`src/rtl/lcd_bus_responder.sv`:
```
// lcd_bus_responder
// Passive responder for an HD44780-style LCD bus. It watches the E strobe,
// captures nibbles on E falling edges, tracks the 8-bit-mode initialisation
// and the switch to 4-bit mode, and assembles byte pairs. The resulting
// commands and data writes drive a small model of the controller state:
// cursor address, display-on bit and clear pulse.
//
// Ports
//   Clock               in   system clock, rising edge
//   Reset               in   synchronous active-high reset
//   iLCD_Enabled        in   LCD E strobe
//   iLCD_RegisterSelect in   0 = command, 1 = data
//   iLCD_ReadWrite      in   0 = write, 1 = read (read strobes are ignored)
//   iLCD_Data[3:0]      in   DB7..DB4
//   oByte[7:0]          out  last assembled byte
//   oIsData             out  register select of oByte
//   oByteValid          out  one-cycle pulse when oByte/oIsData update
//   oMode4Bit           out  4-bit interface established
//   oAddress[6:0]       out  DDRAM cursor address
//   oDisplayOn          out  display-on bit
//   oClearPulse         out  one-cycle pulse on clear-display
//   oProtocolError      out  sticky protocol error
//
// state | meaning
// INIT8 | 8-bit init phase, waiting for function-set nibble 0x2
// HI    | 4-bit mode, waiting for high nibble
// LO    | 4-bit mode, high nibble latched, waiting for low nibble
module lcd_bus_responder #(
  parameter int MIN_EN_HIGH    = 12,
  parameter int NIBBLE_TIMEOUT = 4095
) (
  input  logic       Clock,
  input  logic       Reset,
  input  logic       iLCD_Enabled,
  input  logic       iLCD_RegisterSelect,
  input  logic       iLCD_ReadWrite,
  input  logic [3:0] iLCD_Data,
  output logic [7:0] oByte,
  output logic       oIsData,
  output logic       oByteValid,
  output logic       oMode4Bit,
  output logic [6:0] oAddress,
  output logic       oDisplayOn,
  output logic       oClearPulse,
  output logic       oProtocolError
);

  localparam logic [1:0] INIT8 = 2'd0;
  localparam logic [1:0] HI    = 2'd1;
  localparam logic [1:0] LO    = 2'd2;

  localparam int HW = (MIN_EN_HIGH < 1) ? 1 : $clog2(MIN_EN_HIGH + 1);
  localparam int TW = (NIBBLE_TIMEOUT < 2) ? 1 : $clog2(NIBBLE_TIMEOUT + 1);
  localparam logic [HW-1:0] HIGH_MIN = HW'(MIN_EN_HIGH);
  localparam logic [TW-1:0] TO_MAX   = TW'(NIBBLE_TIMEOUT);
  localparam logic [TW-1:0] TO_LAST  = TW'((NIBBLE_TIMEOUT < 1) ? 0 : NIBBLE_TIMEOUT - 1);

  logic [1:0]    state;
  logic          enPrev;
  logic [HW-1:0] highCnt;
  logic [TW-1:0] timeoutCnt;
  logic [3:0]    hiNibble;
  logic          hiRs;

  logic       fallEdge;
  logic       writeStrobe;
  logic       validWrite;
  logic       shortWrite;
  logic [7:0] newByte;
  logic [6:0] addrInc;

  assign fallEdge    = enPrev & ~iLCD_Enabled;
  // Reads are ignored outright, so a short read pulse is not an error either.
  assign writeStrobe = fallEdge & ~iLCD_ReadWrite;
  assign validWrite  = writeStrobe & (highCnt >= HIGH_MIN);
  assign shortWrite  = writeStrobe & (highCnt < HIGH_MIN);
  assign newByte     = {hiNibble, iLCD_Data};

  // DDRAM line ends: line 1 runs 0x00-0x27, line 2 runs 0x40-0x67.
  always_comb begin
    addrInc = oAddress + 7'd1;
    if (oAddress == 7'h27)      addrInc = 7'h40;
    else if (oAddress == 7'h67) addrInc = 7'h00;
  end

  always_ff @(posedge Clock) begin
    if (Reset) begin
      state          <= INIT8;
      enPrev         <= 1'b0;
      highCnt        <= '0;
      timeoutCnt     <= '0;
      hiNibble       <= 4'h0;
      hiRs           <= 1'b0;
      oByte          <= 8'h00;
      oIsData        <= 1'b0;
      oByteValid     <= 1'b0;
      oMode4Bit      <= 1'b0;
      oAddress       <= 7'h00;
      oDisplayOn     <= 1'b0;
      oClearPulse    <= 1'b0;
      oProtocolError <= 1'b0;
    end else begin
      enPrev      <= iLCD_Enabled;
      oByteValid  <= 1'b0;
      oClearPulse <= 1'b0;

      // Saturates at the threshold; only "long enough or not" matters.
      if (iLCD_Enabled) begin
        if (highCnt < HIGH_MIN) highCnt <= highCnt + 1'b1;
      end else begin
        highCnt <= '0;
      end

      if (shortWrite) oProtocolError <= 1'b1;

      case (state)
        INIT8: begin
          if (validWrite) begin
            if (iLCD_Data == 4'h3) begin
              state <= INIT8;
            end else if (iLCD_Data == 4'h2 && !iLCD_RegisterSelect) begin
              oMode4Bit <= 1'b1;
              state     <= HI;
            end else begin
              oProtocolError <= 1'b1;
            end
          end
        end

        HI: begin
          if (validWrite) begin
            hiNibble   <= iLCD_Data;
            hiRs       <= iLCD_RegisterSelect;
            timeoutCnt <= '0;
            state      <= LO;
          end
        end

        LO: begin
          if (validWrite) begin
            state <= HI;
            if (iLCD_RegisterSelect != hiRs) begin
              oProtocolError <= 1'b1;
            end else begin
              oByte      <= newByte;
              oIsData    <= hiRs;
              oByteValid <= 1'b1;
              if (hiRs) begin
                oAddress <= addrInc;
              end else if (newByte == 8'h01) begin
                oAddress    <= 7'h00;
                oClearPulse <= 1'b1;
              end else if (newByte == 8'h02 || newByte == 8'h03) begin
                oAddress <= 7'h00;
              end else if (newByte[7:3] == 5'b00001) begin
                oDisplayOn <= newByte[2];
              end else if (newByte[7]) begin
                oAddress <= newByte[6:0];
              end
            end
          end else if (timeoutCnt >= TO_LAST) begin
            oProtocolError <= 1'b1;
            state          <= HI;
          end else if (timeoutCnt != TO_MAX) begin
            timeoutCnt <= timeoutCnt + 1'b1;
          end
        end

        default: state <= INIT8;
      endcase
    end
  end

endmodule
```
`config.mk`:
```
export PLATFORM = sky130hd
export DESIGN_NAME = lcd_bus_responder
export DESIGN_NICKNAME = d
export VERILOG_FILES = /design/src/rtl/lcd_bus_responder.sv
export SDC_FILE = /design/constraint.sdc
export NUM_CORES = 1
export LEC_CHECK = 0
export CAP_MARGIN = 15
export CORE_MARGIN = 1.5
export CORE_UTILIZATION = 53
export DETAILED_ROUTE_END_ITERATION = 8
export PLACE_DENSITY = 0.75
export SYNTH_ARGS = -nofsm -noshare
export SYNTH_HDL_FRONTEND = slang
export SYNTH_SLANG_ARGS = --single-unit
```
`constraint.sdc`:
```
create_clock -name Clock -period 2.9 [get_ports Clock]
set_input_delay 0.29 -clock Clock [delete_from_list [all_inputs] [get_ports Clock]]
set_output_delay 0.29 -clock Clock [all_outputs]
set_load 0.005 [all_outputs]
```
## After elaboration in Yosys (flattened, before gate mapping)

Cells that the tools add are included.

- Register bits after elaboration: 45
- Bits of input ports: 9
- Output and inout port bits: 21
- Word-level logic and storage cells: 98

- Add/sub/neg operators: 3
- $lt $le $gt $ge: 3
- Equality and inequality tests: 20
- Multiplexer cells: 29
- Bitwise logic cells: 13
- Reduce and logical (&&, ||, !) cells: 16

Operators with widths:

| operator | number |
|---|---|
| $mux W7 | 7 |
| $mux W12 | 4 |
| $pmux W12 S2 | 1 |
| $eq A8 B2 Y1 const B | 2 |
| $add A12 B1 Y12 const B | 1 |
| $ge A12 B12 Y1 const B | 1 |
| $mux W2 | 6 |
| $ne A12 B12 Y1 const B | 1 |
| $ne A2 B2 Y1 const B | 5 |
| $reduce_and A5 Y1 | 2 |
| $mux W1 | 9 |
| $not A1 Y1 | 9 |
| $eq A4 B2 Y1 const B | 2 |
| $eq A8 B1 Y1 const B | 1 |
| $reduce_and A4 Y1 | 2 |
| $add A7 B1 Y7 const B | 1 |
| $eq A7 B6 Y1 const B | 1 |
| $eq A7 B7 Y1 const B | 1 |
| $reduce_and A7 Y1 | 1 |
| $ne A3 B3 Y1 const B | 2 |
| $pmux W2 S3 | 1 |
| $eq A5 B1 Y1 const B | 1 |
| $reduce_or A5 Y1 | 1 |
| $add A4 B1 Y4 const B | 1 |
| 18 further kinds | 21 |

## Depth between registers and ports, before layout

Gate-level depths: netlist of the first run.

- Word-level depth: 9
- Depth in mapped cells: 8
- Mapped depth without buffers: 7

## Worst setup path before layout of the first run

No wires, ideal clock.

- Path type: register to register
- Start point: reg hiRs
- End point: reg oAddress[4]
- Arrival: 2.359 ns
- Path slack: 0.437 ns
- Stages on the path, launching flop included: 9
- Path through: dfxtp_1 -> clkbuf_1 -> clkinv_1 -> ha_1 -> or4_1 -> buf_2 -> a21oi_4 -> nor2_2 -> a2111oi_2

- Longest elaborated chain between the ends: 3

RTL lines:

| element | RTL line | source |
|---|---|---|
| start, declared | 63 | `logic hiRs;` |
| start signal, assigned | 133 | `hiRs <= iLCD_RegisterSelect;` |
| parallel branches: the longest is 3 deep, another holds $reduce_and A5 Y1 | -- |  |
| end signal, assigned | 149 | `oAddress <= addrInc;` |
| end signal, assigned | 158 | `oAddress <= newByte[6:0];` |
| end, declared | 42 | `output logic [6:0] oAddress,` |

Parallel ways; which one is timed is not known.
A chain may end at the register's enable or synchronous reset.

## Worst setup path after layout of the first run

- Start point: in iLCD_RegisterSelect
- End point: reg oAddress[4]

- Longest elaborated chain between the ends: 3

RTL lines:

| element | RTL line | source |
|---|---|---|
| start, declared | 35 | `input logic iLCD_RegisterSelect,` |
| $ne A1 B1 Y1 | 142 | `if (iLCD_RegisterSelect != hiRs) begin` |
| $not A1 Y1 (no line) | -- |  |
| $reduce_and A5 Y1 (no line) | -- |  |

No other way between the ends.

==> results of run 1 <==
==> cell type report <==
class,instances,share of cell area
repair buffers,36,0.135
flip-flops and latches,45,0.355
multi-input cells,191,0.438
well taps,48,0.0237
clock buffers,7,0.0340
inverters,10,0.0148
==> through the flow <==
step	hold WS (ns)	cell area, sq um	power (mW)	std cells
floorplan	0.426	2080	0.657	255
global placement	0.450	2450	0.679	330
finish	0.459	2540	1.05	337
CTS	0.459	2540	1.06	337
detailed placement	0.449	2450	0.680	330
global route	0.488	2540	1.10	337
==> state kept, by name, indices dropped and copies added, names as in the netlist <==
signal	flops
hiRs	1
highCnt	4
oProtocolError	1
oByte	8
state	2
oIsData	1
oMode4Bit	1
hiNibble	4
timeoutCnt	12
oDisplayOn	1
oAddress	7
enPrev	1
oByteValid	1
oClearPulse	1
==> cell usage in the layout (no fill, tap or decap), drive strengths merged, types with 3 or more instances in the layout <==
cell	netlist	routed
a21oi	19	19
a311oi	3	3
a31oi	8	8
buf	1	7
clkbuf	8	7
clkdlybuf4s50	0	29
dfxtp	45	45
ha	5	5
inv	9	9
mux2i	6	6
nand2	33	33
nand2b	3	3
nand3	9	9
nand3b	3	3
nand4	4	4
nor2	39	39
nor2b	4	4
nor3	10	10
nor4	8	8
o21ai	5	5
xnor2	12	12
==> power by group <==
| group | internal (mW) | leakage (nW) | total, mW | switching [mW] |
|---|---|---|---|---|
| Clock | 0.189 | 0.0443 | 0.387 | 0.198 |
| Sequential | 0.620 | 0.363 | 0.621 | 0.00147 |
| Combinational | 0.0193 | 0.445 | 0.0440 | 0.0247 |
==> layer usage <==
layer | track usage | share of wire
met5 | 0 | 0
met1 | 0.293 | 0.49
met3 | 0.0685 | 0.049
met2 | 0.365 | 0.44
met4 | 0.0729 | 0.012
==> worst paths after layout <==
path / endpoint / slack (ns) / cells past startpoint
hold reg to reg: oIsData$_SDFFE_PP0P_ / 0.46 / 2
hold / removal: oIsData$_SDFFE_PP0P_ / 0.46 / 2
setup / recovery: oAddress[4]$_SDFFE_PP0P_ / 0.62 / 7
setup reg to reg: oAddress[4]$_SDFFE_PP0P_ / 0.78 / 6
==> cells by family after synthesis <==
group,share of synthesized area
compound gates,0.149
xor+xnor,0.0504
fa+ha+maj,0.0300
buf+inv,0.0348
flops,0.432
mux,0.0288
simple gates,0.275
==> worst register-to-register path: cells and delay by family, from the launching register on <==
kind / cells / cell delay, ns
buf+inv: 1 / 0.08
compound gates: 2 / 0.64
fa+ha+maj: 1 / 0.30
simple gates: 2 / 0.65
flops: 1 / 0.34
==> results by group, run 1 <==
Clock tree
  • Clock sinks: 45
  • CTS Buf Count: 5
  • Hold Buf Count CTS: 0
  • CTS tree: done
  • Max clock buf depth: 2
  • Clock Pin Slew Worst Setup and Hold Paths: 0.08 ns
  • Root buf cell: clkbuf_8
  • Setup Buffers After CTS: 0
  • H-tree depth: 2
  • Worst-skew pair later-pin latency: 0.30 ns
  • PostCTS Resize Cnt: 0

Synth
  • Mean post-synth cell area: 8.17 sq um
  • Syn Std Cell Area: 2080 sq um
  • Post-synth top cells: 45 x dfxtp_1, 38 x nor2_1, 33 x nand2_1
  • EDFF count, synth: 0
  • Synth unique cells: 40
  • Area contributors post-synth: dfxtp_1 43%, nor2_1 6.8%, nand2_1 5.9%
  • Synth top area share: 0.432
  • Ys flop type: dfxtp_1
  • Post-Synthesis Cells: 255
  • Most frequent cell after synthesis: dfxtp_1
  • Post-Synthesis Net Count: 269
  • Post-synthesis sequential area ratio: 0.432
  • Yosys warning count: 0
  • Async SR Flop Fraction: 0
  • Yosys reg bits: 45
  • Largest area contributor in the netlist: dfxtp_1

Routing
  • WL per Instance: 13.1 um
  • Vias/cell: 5.57
  • Drt drc: 0
  • DRT iter0 DRCs: 139
  • Routed WL: 4430 um
  • Post-DRT Antenna Nets: 0
  • DR pass1 iterations: 4
  • Via count: 1877

Floorplanning
  • Core area: 3720 sq um
  • Die Y: 65.7 um
  • Die area: 4320 sq um
  • Starting Density: 0.561
  • Num rows: 22
  • Die Wd: 65.7 um
  • IO Pins: 30

Power
  • Pwr/cell area: 414 nW/um^2
  • Worst VDD drop: 0.355 mV
  • Pleak: 0.853 nW

Timing
  • Final Max Tran Viols: 0
  • Fmax: 439 MHz
  • Hold Vio Cnt, Final: 0
  • Relative slew slack: 0.500
  • Setup-failing EPs final: 0
  • Slew @ Worst Pin: 0.731 ns
  • Clk_skew: 0.00598 ns
  • Setup TNS: 0 ns
  • Fin crit share: 0.785
  • Minimum clock period: 2.28 ns
  • Worst setup margin: 0.623 ns
  • RSZ-0062 raised after global routing: false

Layout
  • Fillers: 325
  • Nets: 303
  • N_diodes: 0
  • Register Area: 901 sq um
  • Area of the multi-input gates: 1110 sq um
  • Share of cells above drive strength 1: 0.0692
  • Area Overhead vs Synth: 21.8%
  • Fin util: 0.683

GRT
  • Antenna violations before repair: 0
  • GRT Residual Overflow: 0
  • Largest net degree at the start of global routing: 18
  • GR Util All Layers: 0.228
  • First-pass GRT wire length: 7580 um
  • Vias in the first global route: 1715

Job
  • Max_cap viols: 0

Setup path
  • CP delay by family, top: simple AND/OR/NAND/NOR gates
  • WP data required: 3.09 ns
  • Startpoint types: input pin
  • Worst EP arrival: 2.47 ns
  • Worst Path Max Fanout: 9
  • CP endpoint kind: register
  • CP bufs+invs: 2
  • CP max stage delay: 0.59 ns
  • Critical path startpoint: iLCD_RegisterSelect
  • CP Class: in -> reg
  • CP max stage cell: or4_1
  • CP Cell Sequence: clkdlybuf4s50_1, inv_1, ha_1, or4_1, a21oi_4, nor2_2, a2111oi_2
  • Critical R2R Launch: hiRs$_SDFFE_PP0P_

Hold path
  • Worst Hold Class: reg -> reg
  • Worst hold start: oIsData$_SDFFE_PP0P_

Place
  • GP Congestion: 0.891
  • Port-buffer cells: 29
  • Post-DP HPWL: 3110 um
  • Dpl ws: 0.334 ns

Run status
  • Status: complete, no violations
No activity file was read; power rests on OpenSTA's default activity.
==> run 2: changes to the inputs <==
clock period = 2.25 ns   (was 2.9 ns; I/O delays follow)
==> run 2 against run 1 <==
  * Combinational power up 45%
  * Routed wire length is 1.4% higher
  * Sequential share of layout area is 1.2 points lower
  * Via count up 2.1%
  * Clock skew is 0.0011 ns lower
==> results by group, run 2 (same netlist as run 1, synthesis figures left out) <==
Floorplanning
  • Die Wd: 65.7 um (unchanged)
  • Starting Density: 0.561 (unchanged)
  • Die area: 4320 sq um (unchanged)
  • IO Pins: 30 (unchanged)
  • Core area: 3720 sq um (unchanged)
  • Num rows: 22 (unchanged)
  • Die Y: 65.7 um (unchanged)

Layout
  • Most flops, register: timeoutCnt
  • N_diodes: 0 (unchanged)
  • Share of cells above drive strength 1: 0.113 (+0.0434)
  • Fin util: 0.707 (+0.0236)
  • Area Overhead vs Synth: 26.0%
  • Commonest non-fill, non-tap cell in the layout: dfxtp_1
  • Most frequent cells in the layout: 45 x dfxtp_1, 38 x nor2_1, 33 x nand2_1
  • Nets: 315 (+4.0%)
  • Top Registers: timeoutCnt: 12 flops, oByte: 8 flops, oAddress: 7 flops
  • Max FFs per register: 12 (unchanged)

Timing
  • Relative slew slack: 0.697 (+0.197)
  • Worst setup margin: 0.0784 ns (-0.545 ns)
  • Fin crit share: 0.965
  • Final Max Tran Viols: 0 (unchanged)
  • RSZ-0062 raised after global routing: false
  • Setup-failing EPs final: 0 (unchanged)
  • Hold Vio Cnt, Final: 0 (unchanged)
  • Slew @ Worst Pin: 0.451 ns (-0.280 ns)
  • Clk_skew: 0.00492 ns (-0.00106 ns)
  • Minimum clock period: 2.17 ns
  • Fmax: 460 MHz

Job
  • Max_cap viols: 0 (unchanged)

Setup path
  • CP max stage cell: or4_1
  • CP Cell Sequence: clkdlybuf4s50_1, inv_1, ha_1, or4_1, a21oi_4, nor2_2, a2111oi_2
  • Worst EP arrival: 2.35 ns (-0.12 ns)
  • WP data required: 2.43 ns (-0.66 ns)
  • Critical path startpoint: iLCD_RegisterSelect
  • CP Class: in -> reg
  • Startpoint types: input pin
  • RR Endpoint: oAddress[4]$_SDFFE_PP0P_
  • CP max stage delay: 0.61 ns (+0.02 ns)
  • CP endpoint kind: register
  • R2R cell count: 6 (unchanged)
  • Critical R2R Launch: hiRs$_SDFFE_PP0P_
  • R2R setup slack: 0.16 ns (-0.62 ns)
  • Worst Path Max Fanout: 7 (-2)

Power
  • Pleak: 0.912 nW (+7.0%)
  • Worst VDD drop: 0.420 mV (+18%)
  • Pwr/cell area: 509 nW/um^2 (+23%)

Run status
  • Status: complete, no violations

Hold path
  • Min-Delay Endpoint: oIsData$_SDFFE_PP0P_
  • Worst hold start: oIsData$_SDFFE_PP0P_
  • Worst Hold Class: reg -> reg
  • Hold depth: 2 (unchanged)

Clock tree
  • Clock sinks: 45 (unchanged)
  • Worst-skew pair later-pin latency: 0.29 ns (about the same)
  • Clock Pin Slew Worst Setup and Hold Paths: 0.08 ns (about the same)
  • Hold Buf Count CTS: 0 (unchanged)
  • Root buf cell: clkbuf_8
  • CTS tree: done
  • CTS Buf Count: 5 (unchanged)
  • H-tree depth: 2 (unchanged)
  • PostCTS Resize Cnt: 0 (unchanged)
  • Max clock buf depth: 2 (unchanged)
  • Setup Buffers After CTS: 0 (unchanged)

Routing
  • Via count: 1916 (+2.1%)
  • Drt drc: 0 (unchanged)
  • DR pass1 iterations: 4 (unchanged)
  • Post-DRT Antenna Nets: 0 (unchanged)
  • WL per Instance: 12.8 um (-2.4%)
  • DRT iter0 DRCs: 182 (+31%)
  • Routed WL: 4490 um (+1.4%)
  • Vias/cell: 5.47 (-1.7%)

Place
  • Port-buffer cells: 29 (unchanged)
  • Post-DP HPWL: 3300 um (+6.1%)
  • GP Congestion: 0.815 (-8.5%)
  • Dpl ws: -0.250 ns (-0.583 ns)

GRT
  • Vias in the first global route: 1750 (+2.0%)
  • Antenna violations before repair: 0 (unchanged)
  • GR Util All Layers: 0.231 (+0.00298)
  • GRT Residual Overflow: 0 (unchanged)
  • Largest net degree at the start of global routing: 20 (+2)
  • First-pass GRT wire length: 7790 um (+2.8%)
-- run 2: changes by cell type in the layout (fill, tap and decap cells not counted), sizes merged --
| cell | before | now |
|---|---|---|
| clkbuf | 7 | 6 |
| buf | 7 | 19 |
| clkinv | 1 | 3 |
-- run 2: metal layers --
layer | vias to the layer above | share of wire | track usage
met2 | 48 | 0.44 | 0.361
met5 | - | 0 | 0
met1 | 872 | 0.51 | 0.317
li1 | 992 | - | -
met4 | 0 | 0.0080 | 0.0703
met3 | 4 | 0.045 | 0.0514
-- run 2: metrics by stage --
step	hold WS, ns	total power [mW]	instances	instance area [sq um]	TNS (ns)
6_report	0.460	1.34	350	2630	0
5_1_grt	0.482	1.39	350	2630	0
4_1_cts	0.460	1.35	350	2630	0
3_5_place_dp	0.447	0.884	342	2540	-0.945
3_3_place_gp	0.447	0.883	342	2540	-0.625
2_1_floorplan	0.361	0.847	255	2090	0
-- run 2: final cells by class --
type	count	area [sq um]
Tap cell	48	60.1
Multi-Input combinational cell	191	1110
Clock buffer	6	72.6
Fill cell	305	1090
Timing Repair Buffer	48	433
Inverter	10	38.8
Clock inverter	2	10.0
Sequential cell	45	901
-- run 2: power by group --
group          internal (mW)  total [mW]  switching, mW  leakage (nW)
Clock                  0.215       0.472          0.256        0.0450
Sequential             0.799       0.801        0.00200         0.363
Combinational         0.0308      0.0639         0.0330         0.504
Total                   1.04        1.34          0.291         0.912
-- run 2: worst max-delay path by stage --
stage	endpoint	cells past startpoint
after floorplan	oAddress[4]$_SDFFE_PP0P_	8
after global placement	oAddress[5]$_SDFFE_PP0P_	8
after detailed placement	oAddress[4]$_SDFFE_PP0P_	7
after CTS	oAddress[4]$_SDFFE_PP0P_	7
after global routing	oAddress[4]$_SDFFE_PP0P_	7
final	oAddress[4]$_SDFFE_PP0P_	7
-- run 2: critical path: cells and delay by family --
family / cells / cell delay (ns)
AOI/OAI and AO/OA: 2 / 0.61
adders and majority gates: 1 / 0.30
and+or+nand+nor: 2 / 0.67
buffers and inverters: 2 / 0.54
==> run 3: changes to the inputs <==
RECOVER_POWER = 50   (was default)
==> run 3 against run 2 <==
  * Routed wire length rose by 0.91%
  * Sequential power is essentially flat
  * Hold slack worse by 0.0042 ns
  * Combinational power is 2% lower
  * Critical endpoint unchanged
==> results by group, run 3 (same netlist as run 1, synthesis figures left out) <==
Run status
  • Status: complete, no violations

Timing
  • Fin crit share: 0.968 (+0.00318)
  • Relative slew slack: 0.664 (-0.0330)
  • Setup TNS: 0 ns (unchanged)
  • Clk_skew: 0.00396 ns (-0.000956 ns)
  • Hold Vio Cnt, Final: 0 (unchanged)
  • Worst hold slack: 0.455 ns (-0.00421 ns)
  • RSZ-0062 raised after global routing: false
  • Final Max Tran Viols: 0 (unchanged)
  • Slew @ Worst Pin: 0.504 ns (+0.0537 ns)
  • Setup-failing EPs final: 0 (unchanged)
  • Minimum clock period: 2.18 ns (+0.00715 ns)
  • Fmax: 459 MHz (-0.33%)

Setup path
  • WP data required: 2.43 ns (about the same)
  • R2R cell count: 6 (unchanged)
  • R2R setup slack: 0.14 ns (-0.02 ns)
  • Worst EP arrival: 2.35 ns (about the same)
  • CP Class: in -> reg
  • CP endpoint kind: register
  • Worst Path Max Fanout: 7 (unchanged)
  • Startpoint types: input pin

Clock tree
  • H-tree depth: 2 (unchanged)
  • PostCTS Resize Cnt: 0 (unchanged)
  • Worst-skew pair later-pin latency: 0.29 ns (about the same)
  • Clock sinks: 45 (unchanged)
  • Hold Buf Count CTS: 0 (unchanged)
  • CTS tree: done
  • Clock Pin Slew Worst Setup and Hold Paths: 0.08 ns (about the same)
  • Setup Buffers After CTS: 0 (unchanged)
  • Max clock buf depth: 2 (unchanged)
  • Root buf cell: clkbuf_8
  • CTS Buf Count: 5 (unchanged)

GRT
  • Vias in the first global route: 1750 (unchanged)
  • Largest net degree at the start of global routing: 20 (unchanged)
  • GR Util All Layers: 0.231 (unchanged)
  • Antenna violations before repair: 0 (unchanged)
  • GRT Residual Overflow: 0 (unchanged)
  • First-pass GRT wire length: 7790 um (unchanged)

Place
  • Post-DP HPWL: 3300 um (unchanged)
  • Post-DP Area: 2540 sq um (unchanged)
  • Port-buffer cells: 29 (unchanged)
  • # placed instances: 342 (unchanged)
  • GP Congestion: 0.815 (unchanged)

Routing
  • DRT iter0 DRCs: 191 (+4.9%)
  • Via count: 1910 (-0.31%)
  • Vias/cell: 5.46 (-0.31%)
  • Drt drc: 0 (unchanged)
  • Routed WL: 4530 um (+0.91%)
  • WL per Instance: 12.9 um (+0.91%)
  • DR pass1 iterations: 4 (unchanged)
  • Post-DRT Antenna Nets: 0 (unchanged)

Floorplanning
  • Starting Density: 0.561 (unchanged)
  • Core area: 3720 sq um (unchanged)
  • Die area: 4320 sq um (unchanged)
  • Num rows: 22 (unchanged)
  • Die Wd: 65.7 um (unchanged)
  • Die Y: 65.7 um (unchanged)
  • IO Pins: 30 (unchanged)

Power
  • Worst VDD drop: 0.422 mV (+0.61%)
  • Total power: 1.34 mW (+0.19%)
  • Pleak: 0.973 nW (+6.6%)
  • Pwr/cell area: 513 nW/um^2 (+0.86%)

Layout
  • Nets: 315 (unchanged)
  • Max FFs per register: 12 (unchanged)
  • N_diodes: 0 (unchanged)
  • Design Area, Final: 2610 sq um (-0.67%)
  • Commonest non-fill, non-tap cell in the layout: dfxtp_1
  • Area Overhead vs Synth: 25.1%
  • Most flops, register: timeoutCnt
  • Fin cells: 350 (unchanged)
  • Top Registers: timeoutCnt: 12 flops, oByte: 8 flops, oAddress: 7 flops
  • Share of cells above drive strength 1: 0.0960 (-0.0166)
  • Most frequent cells in the layout: 45 x dfxtp_1, 38 x nor2_1, 33 x nand2_1

Hold path
  • Worst Hold Class: reg -> reg
  • Hold depth: 2 (unchanged)

Job
  • Max_cap viols: 0 (unchanged)
[run 3: changes by cell type in the layout (fill, tap and decap cells not counted)]
cell / before / now
or3b_4: 1 / 0
or3b_1: 0 / 1
clkdlybuf4s50_1: 29 / 7
buf_4: 19 / 15
dlygate4sd3_1: 0 / 22
clkbuf_1: 1 / 5
[run 3: path summary, 6_finish.rpt]
| kind | from | to |
|---|---|---|
| worst max-delay path | iLCD_RegisterSelect | oAddress[4]$_SDFFE_PP0P_ |
| worst min-delay path | oIsData$_SDFFE_PP0P_ | oIsData$_SDFFE_PP0P_ |
| worst max register to register | hiRs$_SDFFE_PP0P_ | oAddress[4]$_SDFFE_PP0P_ |
| worst min register to register | oIsData$_SDFFE_PP0P_ | oIsData$_SDFFE_PP0P_ |
[run 3: metal layers]
layer,vias up,routed length (um),global-route usage
met5,-,0,0
met4,0,36,0.0703
met3,4,167,0.0514
met1,874,2320,0.317
met2,40,2000,0.361
li1,992,-,-
[run 3: power breakdown]
group | leakage [nW] | switching [mW] | internal, mW | total [mW]
Clock | 0.0450 | 0.260 | 0.215 | 0.475
Sequential | 0.363 | 0.00196 | 0.799 | 0.801
Combinational | 0.565 | 0.0329 | 0.0298 | 0.0627
Total | 0.973 | 0.295 | 1.04 | 1.34
[run 3: metrics by stage]
step                utilization  setup WS, ns
detailed placement        0.685        -0.250
global placement          0.685        -0.131
finish                    0.702        0.0713
CTS                       0.707        0.0590
floorplan                     -        0.0233
global route              0.702        0.0226
[run 3: layout make-up]
type	instances	area, sq um
timing repair buffer	48	418
clock inverter	2	10.0
multi-input combinational	191	1110
clock buffer	6	72.6
tap	48	60.1
fill	311	1110
sequential	45	901
inverter	10	38.8
[run 3: critical path: stages]
cell and delay (ns):
clkdlybuf4s50_1 0.48, inv_1 0.05, ha_1 0.29, or4_1 0.61, a21oi_4 0.25, nor2_2 0.06, a2111oi_2 0.37
